### config.mk
export PLATFORM = sky130hd
export DESIGN_NAME = seq_alu
export DESIGN_NICKNAME = d
export VERILOG_FILES = /design/src/rtl/seq_alu_pkg.sv /design/src/rtl/seq_alu_bcd_digit_adder.sv /design/src/rtl/seq_alu.sv
export SDC_FILE = /design/constraint.sdc
export NUM_CORES = 1
export LEC_CHECK = 0
export BUFFER_PORTS_ARGS = -buffer_cell sky130_fd_sc_hd__buf_4
export CORE_MARGIN = 3
export CORE_UTILIZATION = 35
export DETAILED_ROUTE_END_ITERATION = 7
export HOLD_SLACK_MARGIN = 0.06
export SLEW_MARGIN = 20
export SYNTH_ARGS = -nofsm -noshare
export SYNTH_HDL_FRONTEND = slang
export SYNTH_HIERARCHICAL = 1
export SYNTH_SLANG_ARGS = --single-unit
### constraint.sdc
create_clock -name clk -period 5.5 [get_ports clk]
set_clock_uncertainty 0.1 [all_clocks]
set_input_delay 1.65 -clock clk [delete_from_list [all_inputs] [get_ports clk]]
set_output_delay 1.65 -clock clk [all_outputs]
set_load 0.03 [all_outputs]
### src/rtl/seq_alu_pkg.sv
// seq_alu_pkg: opcodes, FSM state encoding and iteration-count helper
// shared by the sequential ALU and its digit adder.
package seq_alu_pkg;

  localparam logic [1:0] OP_PASS = 2'b00;
  localparam logic [1:0] OP_ADD  = 2'b01;
  localparam logic [1:0] OP_BCD  = 2'b10;
  localparam logic [1:0] OP_MUL  = 2'b11;

  typedef enum logic {
    ST_IDLE = 1'b0,
    ST_RUN  = 1'b1
  } state_t;

  // Number of RUN iterations an opcode needs for a given operand width:
  // one per BCD digit, one per multiplier bit, a single step otherwise.
  function automatic int op_iters(input logic [1:0] op, input int width);
    int n;
    case (op)
      OP_BCD:  n = width / 4;
      OP_MUL:  n = width;
      default: n = 1;
    endcase
    return n;
  endfunction

endpackage

### src/rtl/seq_alu_bcd_digit_adder.sv
// bcd_digit_adder: one decimal digit of a BCD addition with carry in/out.
// Digits above 9 are still summed by the same rule but flagged invalid.
module bcd_digit_adder (
  input  logic [3:0] a,
  input  logic [3:0] b,
  input  logic       cin,
  output logic [3:0] digit,
  output logic       cout,
  output logic       invalid
);

  logic [4:0] sum;

  // Binary digit sum, then decimal correction when it exceeds nine
  always_comb begin
    sum     = {1'b0, a} + {1'b0, b} + {4'b0000, cin};
    invalid = (a > 4'd9) || (b > 4'd9);
    if (sum > 5'd9) begin
      digit = sum[3:0] + 4'd6;
      cout  = 1'b1;
    end else begin
      digit = sum[3:0];
      cout  = 1'b0;
    end
  end

endmodule

### src/rtl/seq_alu.sv
// seq_alu: multi-cycle ALU with a start/busy/done handshake. Operands are
// latched on accept; pass and add finish in one step, BCD add walks one
// digit per cycle, multiply does one shift-add step per multiplier bit.
module seq_alu
  import seq_alu_pkg::*;
#(
  parameter int WIDTH = 4
) (
  input  logic                 clk,
  input  logic                 rst_n,
  input  logic                 start,
  input  logic [1:0]           S,
  input  logic [WIDTH-1:0]     A,
  input  logic [WIDTH-1:0]     B,
  output logic                 busy,
  output logic                 done,
  output logic [2*WIDTH-1:0]   Y,
  output logic                 bcd_err
);

  localparam int W2 = 2 * WIDTH;
  localparam int CW = $clog2(WIDTH) + 1;

  if ((WIDTH < 4) || ((WIDTH % 4) != 0)) begin : g_bad_width
    $error("seq_alu: WIDTH must be a multiple of 4 and at least 4");
  end

  state_t           state;
  logic [1:0]       op_r;
  logic [WIDTH-1:0] a_r;
  logic [WIDTH-1:0] b_r;
  logic [W2-1:0]    acc;
  logic             carry_r;
  logic             err_r;
  logic [CW-1:0]    cnt;

  logic [3:0]       dig;
  logic             dig_cout;
  logic             dig_bad;
  logic [WIDTH+3:0] bcd_cat;
  logic [WIDTH-1:0] bcd_next;
  logic [WIDTH:0]   add_sum;
  logic [WIDTH:0]   mul_sum;
  logic [W2-1:0]    mul_next;
  logic             last;

  // The low digit of the shifting operand registers is always the one in work
  bcd_digit_adder u_digit (
    .a       (a_r[3:0]),
    .b       (b_r[3:0]),
    .cin     (carry_r),
    .digit   (dig),
    .cout    (dig_cout),
    .invalid (dig_bad)
  );

  // Next-step values for every datapath, selected by the FSM below
  always_comb begin
    bcd_cat  = {dig, acc[WIDTH-1:0]};
    bcd_next = bcd_cat[WIDTH+3:4];
    add_sum  = {1'b0, a_r} + {1'b0, b_r};
    mul_sum  = {1'b0, acc[W2-1:WIDTH]} + (acc[0] ? {1'b0, a_r} : '0);
    mul_next = {mul_sum, acc[WIDTH-1:1]};
    last     = (cnt == CW'(op_iters(op_r, WIDTH) - 1));
  end

  // Handshake FSM with registered result, flags and iteration state
  always_ff @(posedge clk or negedge rst_n) begin
    if (!rst_n) begin
      state   <= ST_IDLE;
      busy    <= 1'b0;
      done    <= 1'b0;
      Y       <= '0;
      bcd_err <= 1'b0;
      op_r    <= OP_PASS;
      a_r     <= '0;
      b_r     <= '0;
      acc     <= '0;
      carry_r <= 1'b0;
      err_r   <= 1'b0;
      cnt     <= '0;
    end else begin
      case (state)
        ST_IDLE: begin
          done <= 1'b0;
          if (start) begin
            op_r    <= S;
            a_r     <= A;
            b_r     <= B;
            acc     <= (S == OP_MUL) ? W2'(B) : '0;
            carry_r <= 1'b0;
            err_r   <= 1'b0;
            cnt     <= '0;
            busy    <= 1'b1;
            state   <= ST_RUN;
          end
        end
        ST_RUN: begin
          if (last) begin
            case (op_r)
              OP_PASS: Y <= {a_r, b_r};
              OP_ADD:  Y <= W2'(add_sum);
              OP_BCD:  Y <= W2'({dig_cout, bcd_next});
              default: Y <= mul_next;
            endcase
            bcd_err <= (op_r == OP_BCD) ? (err_r | dig_bad) : 1'b0;
            done    <= 1'b1;
            busy    <= 1'b0;
            state   <= ST_IDLE;
          end else begin
            cnt <= cnt + CW'(1);
            case (op_r)
              OP_BCD: begin
                acc[WIDTH-1:0] <= bcd_next;
                a_r            <= a_r >> 4;
                b_r            <= b_r >> 4;
                carry_r        <= dig_cout;
                err_r          <= err_r | dig_bad;
              end
              OP_MUL:  acc <= mul_next;
              default: ;
            endcase
          end
        end
        default: state <= ST_IDLE;
      endcase
    end
  end

endmodule

Word-level counts from Yosys, hierarchy flattened
Cells that the tools add are included.
W data, S select, Z words.
- add/sub/neg operators: 6
- $lt $le $gt $ge: 3
- equal/unequal tests: 11
- muxes and demuxes: 36
- bitwise operators: 2
- reductions and logical operators: 9
- operators by type and width (cell ; number):
    $mux W4 ; 8
    $pmux W4 S2 ; 3
    $pmux W8 S3 ; 1
    $mux W8 ; 2
    $pmux W8 S2 ; 1
    $mux W1 ; 12
    $add A4 B4 Y5 ; 2
    $pmux W1 S2 ; 5
    $mux W3 ; 3
    $reduce_and A3 Y1 ; 3
    $gt A4 B4 Y1 const B ; 2
    $reduce_and A2 Y1 ; 4
    $eq A2 B2 Y1 const B ; 3
    $ne A2 B1 Y1 const B ; 3
    $pmux W3 S2 ; 1
    $add A5 B1 Y5 ; 1
    $gt A5 B4 Y1 const B ; 1
    $add A4 B3 Y4 const B ; 1
    $ne A2 B2 Y1 const B ; 2
    $add A3 B1 Y3 const B ; 1
    $eq A3 B3 Y1 ; 1
    $ne A3 B1 Y1 const B ; 1
    $sub A3 B2 Y3 const B ; 1
    $eq A2 B1 Y1 const B ; 1
    other kinds (4) ; 4
- bits in registers: 35
- input port bits: 13
- output and inout bits: 11
- logic and storage cells: 80

Longest topological paths before layout
- depth after elaboration: 7
- gate-level depth with buffers: 11
- mapped depth without buffers: 11

Hierarchy
Netlist, hierarchy kept.
- modules (own cells, without submodules) (module ; times used ; cells an instance ; area an instance (um^2) ; seq. area each (um^2)):
    seq_alu ; 1 ; 196 ; 2003.2 ; 875.8
    bcd_digit_adder ; 1 ; 25 ; 225.2 ; 0.0

Worst setup path after synthesis
OpenSTA, ideal clock, no wires.
- kind: register to register
- start point: reg a_r[0]
- end point: reg Y[2]
- setup time: 125 ps
- data arrival time: 3018 ps
- data required time: 5275 ps
- setup slack: 2257 ps
- cell stages (with the launch flop): 10
- path buffers: 0
- clock period less this slack: 3243 ps
- path through: dfrtp_1 > fa_1 > fa_1 > xnor2_1 > ha_1 > a31o_1 > o31ai_4 > mux2i_1 > mux4_1 > mux2_2
- word-level cells in the longest chain between the ends: 5
- elaborated cells on any way between the ends: 6
- classes of those cells: add/sub (3); order compare (1); mux (2)
- RTL lines (what ; line ; source):
    start, declared ; seq_alu.sv:30 ; logic [WIDTH-1:0] a_r;
    start signal, assigned ; seq_alu.sv:115 ; a_r <= a_r >> 4;
    $add A4 B4 Y5 * ; seq_alu_bcd_digit_adder.sv:16 ; sum = {1'b0, a} + {1'b0, b} + {4'b0000, cin};
    $add A5 B1 Y5 * ; seq_alu_bcd_digit_adder.sv:16 ;
    $add A4 B3 Y4 / $gt A5 B4 Y1 (equally long branches) ; seq_alu_bcd_digit_adder.sv:19, seq_alu_bcd_digit_adder.sv:18 ;
    $mux W4 * ; seq_alu_bcd_digit_adder.sv:18 ; if (sum > 5'd9) begin
    named net bcd_next[2] ; seq_alu.sv:41 ; logic [WIDTH-1:0] bcd_next;
    $pmux W8 S3 * ; seq_alu.sv:100 ; case (op_r)
    end signal, assigned ; seq_alu.sv:101 ; OP_PASS: Y <= {a_r, b_r};
    end signal, assigned ; seq_alu.sv:102 ; OP_ADD: Y <= W2'(add_sum);
    end signal, assigned ; seq_alu.sv:103 ; OP_BCD: Y <= W2'({dig_cout, bcd_next});
    end, declared ; seq_alu.sv:17 ; output logic [2*WIDTH-1:0] Y,
Mark *: on every way through the listed nets, which the timed path passes. The rest lies on a longest branch.
A chain may end at the register's enable or synchronous reset.

Worst setup path in the final report
Same ends and word-level chain as after synthesis.

==> impl_results.md <==
* Status: finished clean
* Synth async-reset ratio at 1.000
* Hold Crit Start: err_r
* CP max stage cell: mux4_1
* Detailed Place HPWL at approximately 3.8 mm
* Die width at ~86 µm
* Vias in the first global route at between 1,500 and 2,000
* Final slew viol count at 0
* Synth Net Count at about 250
* Final period utilization at 0.6282
* Number of antenna violations at the first check in global routing at 0
* Post_cts resized at 0
* Largest net degree at the start of global routing at 36
* Post-route cell area at roughly 2500 µm²
* Global placement routability congestion at between 0.9 and 1
* GRT overflow at 0
* Detailed Routing Iterations Pass 1 at 4
* Maximum VDD drop at between 0.2 and 0.3 mV
* Sw frac at 0.4518
* Cells after Synth at between 200 and 250
* Fmax at a little under 300 MHz
* Core Util, Final at 0.4192
* Total Routing Usage GR at 0.1620
* FP Rows at 28
* Sequential share of the synthesized area at 0.3930
* Final nets at around 270
* Top-level port count at 24
* Synthesized cell area at about 2200 µm²
* Met2 global-route usage at 0.2493
* Combinational share of power at 0.589
* Reg2Reg Launch Point: a_r[0]
* Setup TNS at 0 ps
* Die area at between 7000 and 8000 µm²
* Pwr Density at 706.9 nW/µm²
* Worst path buffer plus inverter count at 0
* Vias at between 1,500 and 2,000
* Worst hold path type: reg2reg
* Crit path max fanout at 5
* Root buf cell: clkbuf_8
* # Post-CTS Setup Buffers at 0
* Nature of the critical path startpoint: flip-flop
* WL final at ~5.4 mm
* MaxCap Viol Count at 0
* ANT nets after route at 0
* Data arrival, critical path at around 3500 ps
* Final hold viol count at 0
* Post-route minimum period at approximately 3500 ps
* CP most frequent cell: fa_1
* Critical-path cell list: fa_1, fa_1, xnor2_1, ha_1, a31o_1, o31ai_4, mux2i_1, mux4_1, mux2_2
* Internal at between 900 and 1000 µW
* Critical path type: reg2reg
* CORE AREA at between 6000 and 7000 µm²
* Synth warn at 6
* Post-synth EDFFs at 0
* Wirelength per Cell at approximately 17 µm
* Layout area overhead at 13.36%
* CTS Sinks at 35
* Avg Cell Area, Syn at just over 10 µm²
* M1 GR Usage at 0.2232
* Netlist cell types at slightly below 50
* Reg clk slew, reported paths at around 80 ps
* Cts hold-fix bufs at 0
* Clock power share at 0.105
* Wire length of the first global-routing pass at between 9 and 10 mm
* Ant. Diodes at 0
* Worst Slack Setup Final at between 2000 and 2500 ps
* Inserted Clock Buffers at 5
* CTS tree: done
* H-tree depth reported by CTS at 2
* DR iter-0 viols at roughly 120
* DP Area at between 2000 and 2500 µm²
* Worst Path Required at approximately 5600 ps
* #FFs+latches synth at 35
* Sequential share of power at 0.306
* Layout cell share with drive strength beyond 1 at 0.2058
* Unrepaired setup endpoints after global routing: no
* Met3 Track Usage GR at 0.04419
* Die Y-Extent at about 86 µm
* Critical Path Max Stage Delay at 500 ps
* Worst-Skew Late Latency at 300 ps
* Max Root-Sink Buffers at 2
* Pre-CTS WS at about 2100 ps
* Leakage at approximately 0.0012 µW
* Gr busiest metal: met2
* Least-Margin Pin Slew at a little over 900 ps
* Main synth FF type: dfrtp_1
* Starting Density at 0.3698
* Max transition margin at 0.3859
* Post-route DRC at 0
* CP top delay family: adder cells
* Routed vias/inst at around 5.4
* Crit end category: flip-flop
* P_sw at 806.8 µW
* Fin Hold WS at ~410 ps
* Final setup violation count at 0
* Beginning of the critical path: a_r[0]
* I/O Buffers at 23
flip-flops by register name (all words and copies together), names as in the netlist:
signal / count
Y: 8
acc: 8
a_r: 4
b_r: 4
cnt: 3
op_r: 2
bcd_err: 1
busy: 1
carry_r: 1
done: 1
err_r: 1
state: 1
synth_stat cells, types with 3 or more instances:
library cell	count	area share
ha_1	13	0.073
mux2_2	13	0.066
mux2i_1	4	0.018
nand3_1	6	0.013
nor2_1	11	0.019
a22o_1	4	0.016
nand2_1	32	0.054
xor2_1	3	0.012
fa_1	4	0.036
nand2b_1	3	0.0084
buf_2	4	0.0090
and2_1	3	0.0084
clkbuf_1	3	0.0051
inv_1	13	0.022
o21ai_0	18	0.040
a211oi_1	3	0.010
dfrtp_1	35	0.39
a21oi_1	10	0.022
power by group through the flow:
stage / registers [µW] / logic (µW) / clock network [µW]
finish: 547 / 1050 / 188
global route: 575 / 1170 / 205
CTS: 549 / 1050 / 191
detailed placement: 554 / 1040 / 0
global placement: 549 / 1030 / 0
floorplan: 551 / 790 / 0
layout by cell type, fill, tap and decap left out, drive strengths merged, types with 3 or more instances in the layout:
cell	count
mux2i	4
xor2	3
a22o	4
a21oi	11
inv	13
ha	13
mux4	3
clkbuf	7
buf	24
fa	4
and2	3
a211oi	3
o21ai	19
mux2	13
nor2	11
nand2b	3
nand2	33
dfrtp	35
nand3	6
a21o	3
routing by layer:
metal | vias up | routed length [µm]
met3 | 4 | 289
li1 | 833 | -
met2 | 41 | 2461
met1 | 854 | 2589
met5 | - | 0
met4 | 0 | 49
final cells by class:
| cell class | instances | area, µm² |
|---|---|---|
| Fill cell | 618 | 3500 |
| Multi-Input combinational cell | 163 | 1246 |
| Sequential cell | 35 | 875.8 |
| Timing Repair Buffer | 24 | 180.2 |
| Tap cell | 75 | 93.84 |
| Clock buffer | 7 | 76.32 |
| Inverter | 13 | 48.80 |
| Clock inverter | 1 | 5.005 |
path summary, 6_finish.rpt:
kind	to	slack, ps	cells after the start
hold / removal	err_r	410	2
hold reg to reg	err_r	410	2
setup reg to reg	Y[2]	2040	9
min in group asynchronous	a_r[2]	1210	1
setup / recovery	Y[2]	2040	9
max in group asynchronous	carry_r	3760	1
kinds of logic after synthesis:
kind of cell	count (synthesis)	share of synthesized area
xor gates and xnor gates	5	0.01966
buffers and inverters	23	0.04773
AOI/OAI and AO/OA	59	0.1909
muxes	20	0.1157
and+or+nand+nor	62	0.1241
DFF	35	0.3930
adders and majority gates	17	0.1089
through the flow:
stage	instances	total power, µW
6_report	318	1786
3_5_place_dp	310	1596
2_1_floorplan	221	1341
4_1_cts	318	1793
5_1_grt	318	1951
3_3_place_gp	310	1580
worst min-delay path, delay by kind of cell, from the launching register on:
family             cells  cell delay, ps
and+or+nand+nor        1              70
AOI/OAI and AO/OA      1              50
DFF                    1             360
(Power assumes the default switching activity.)
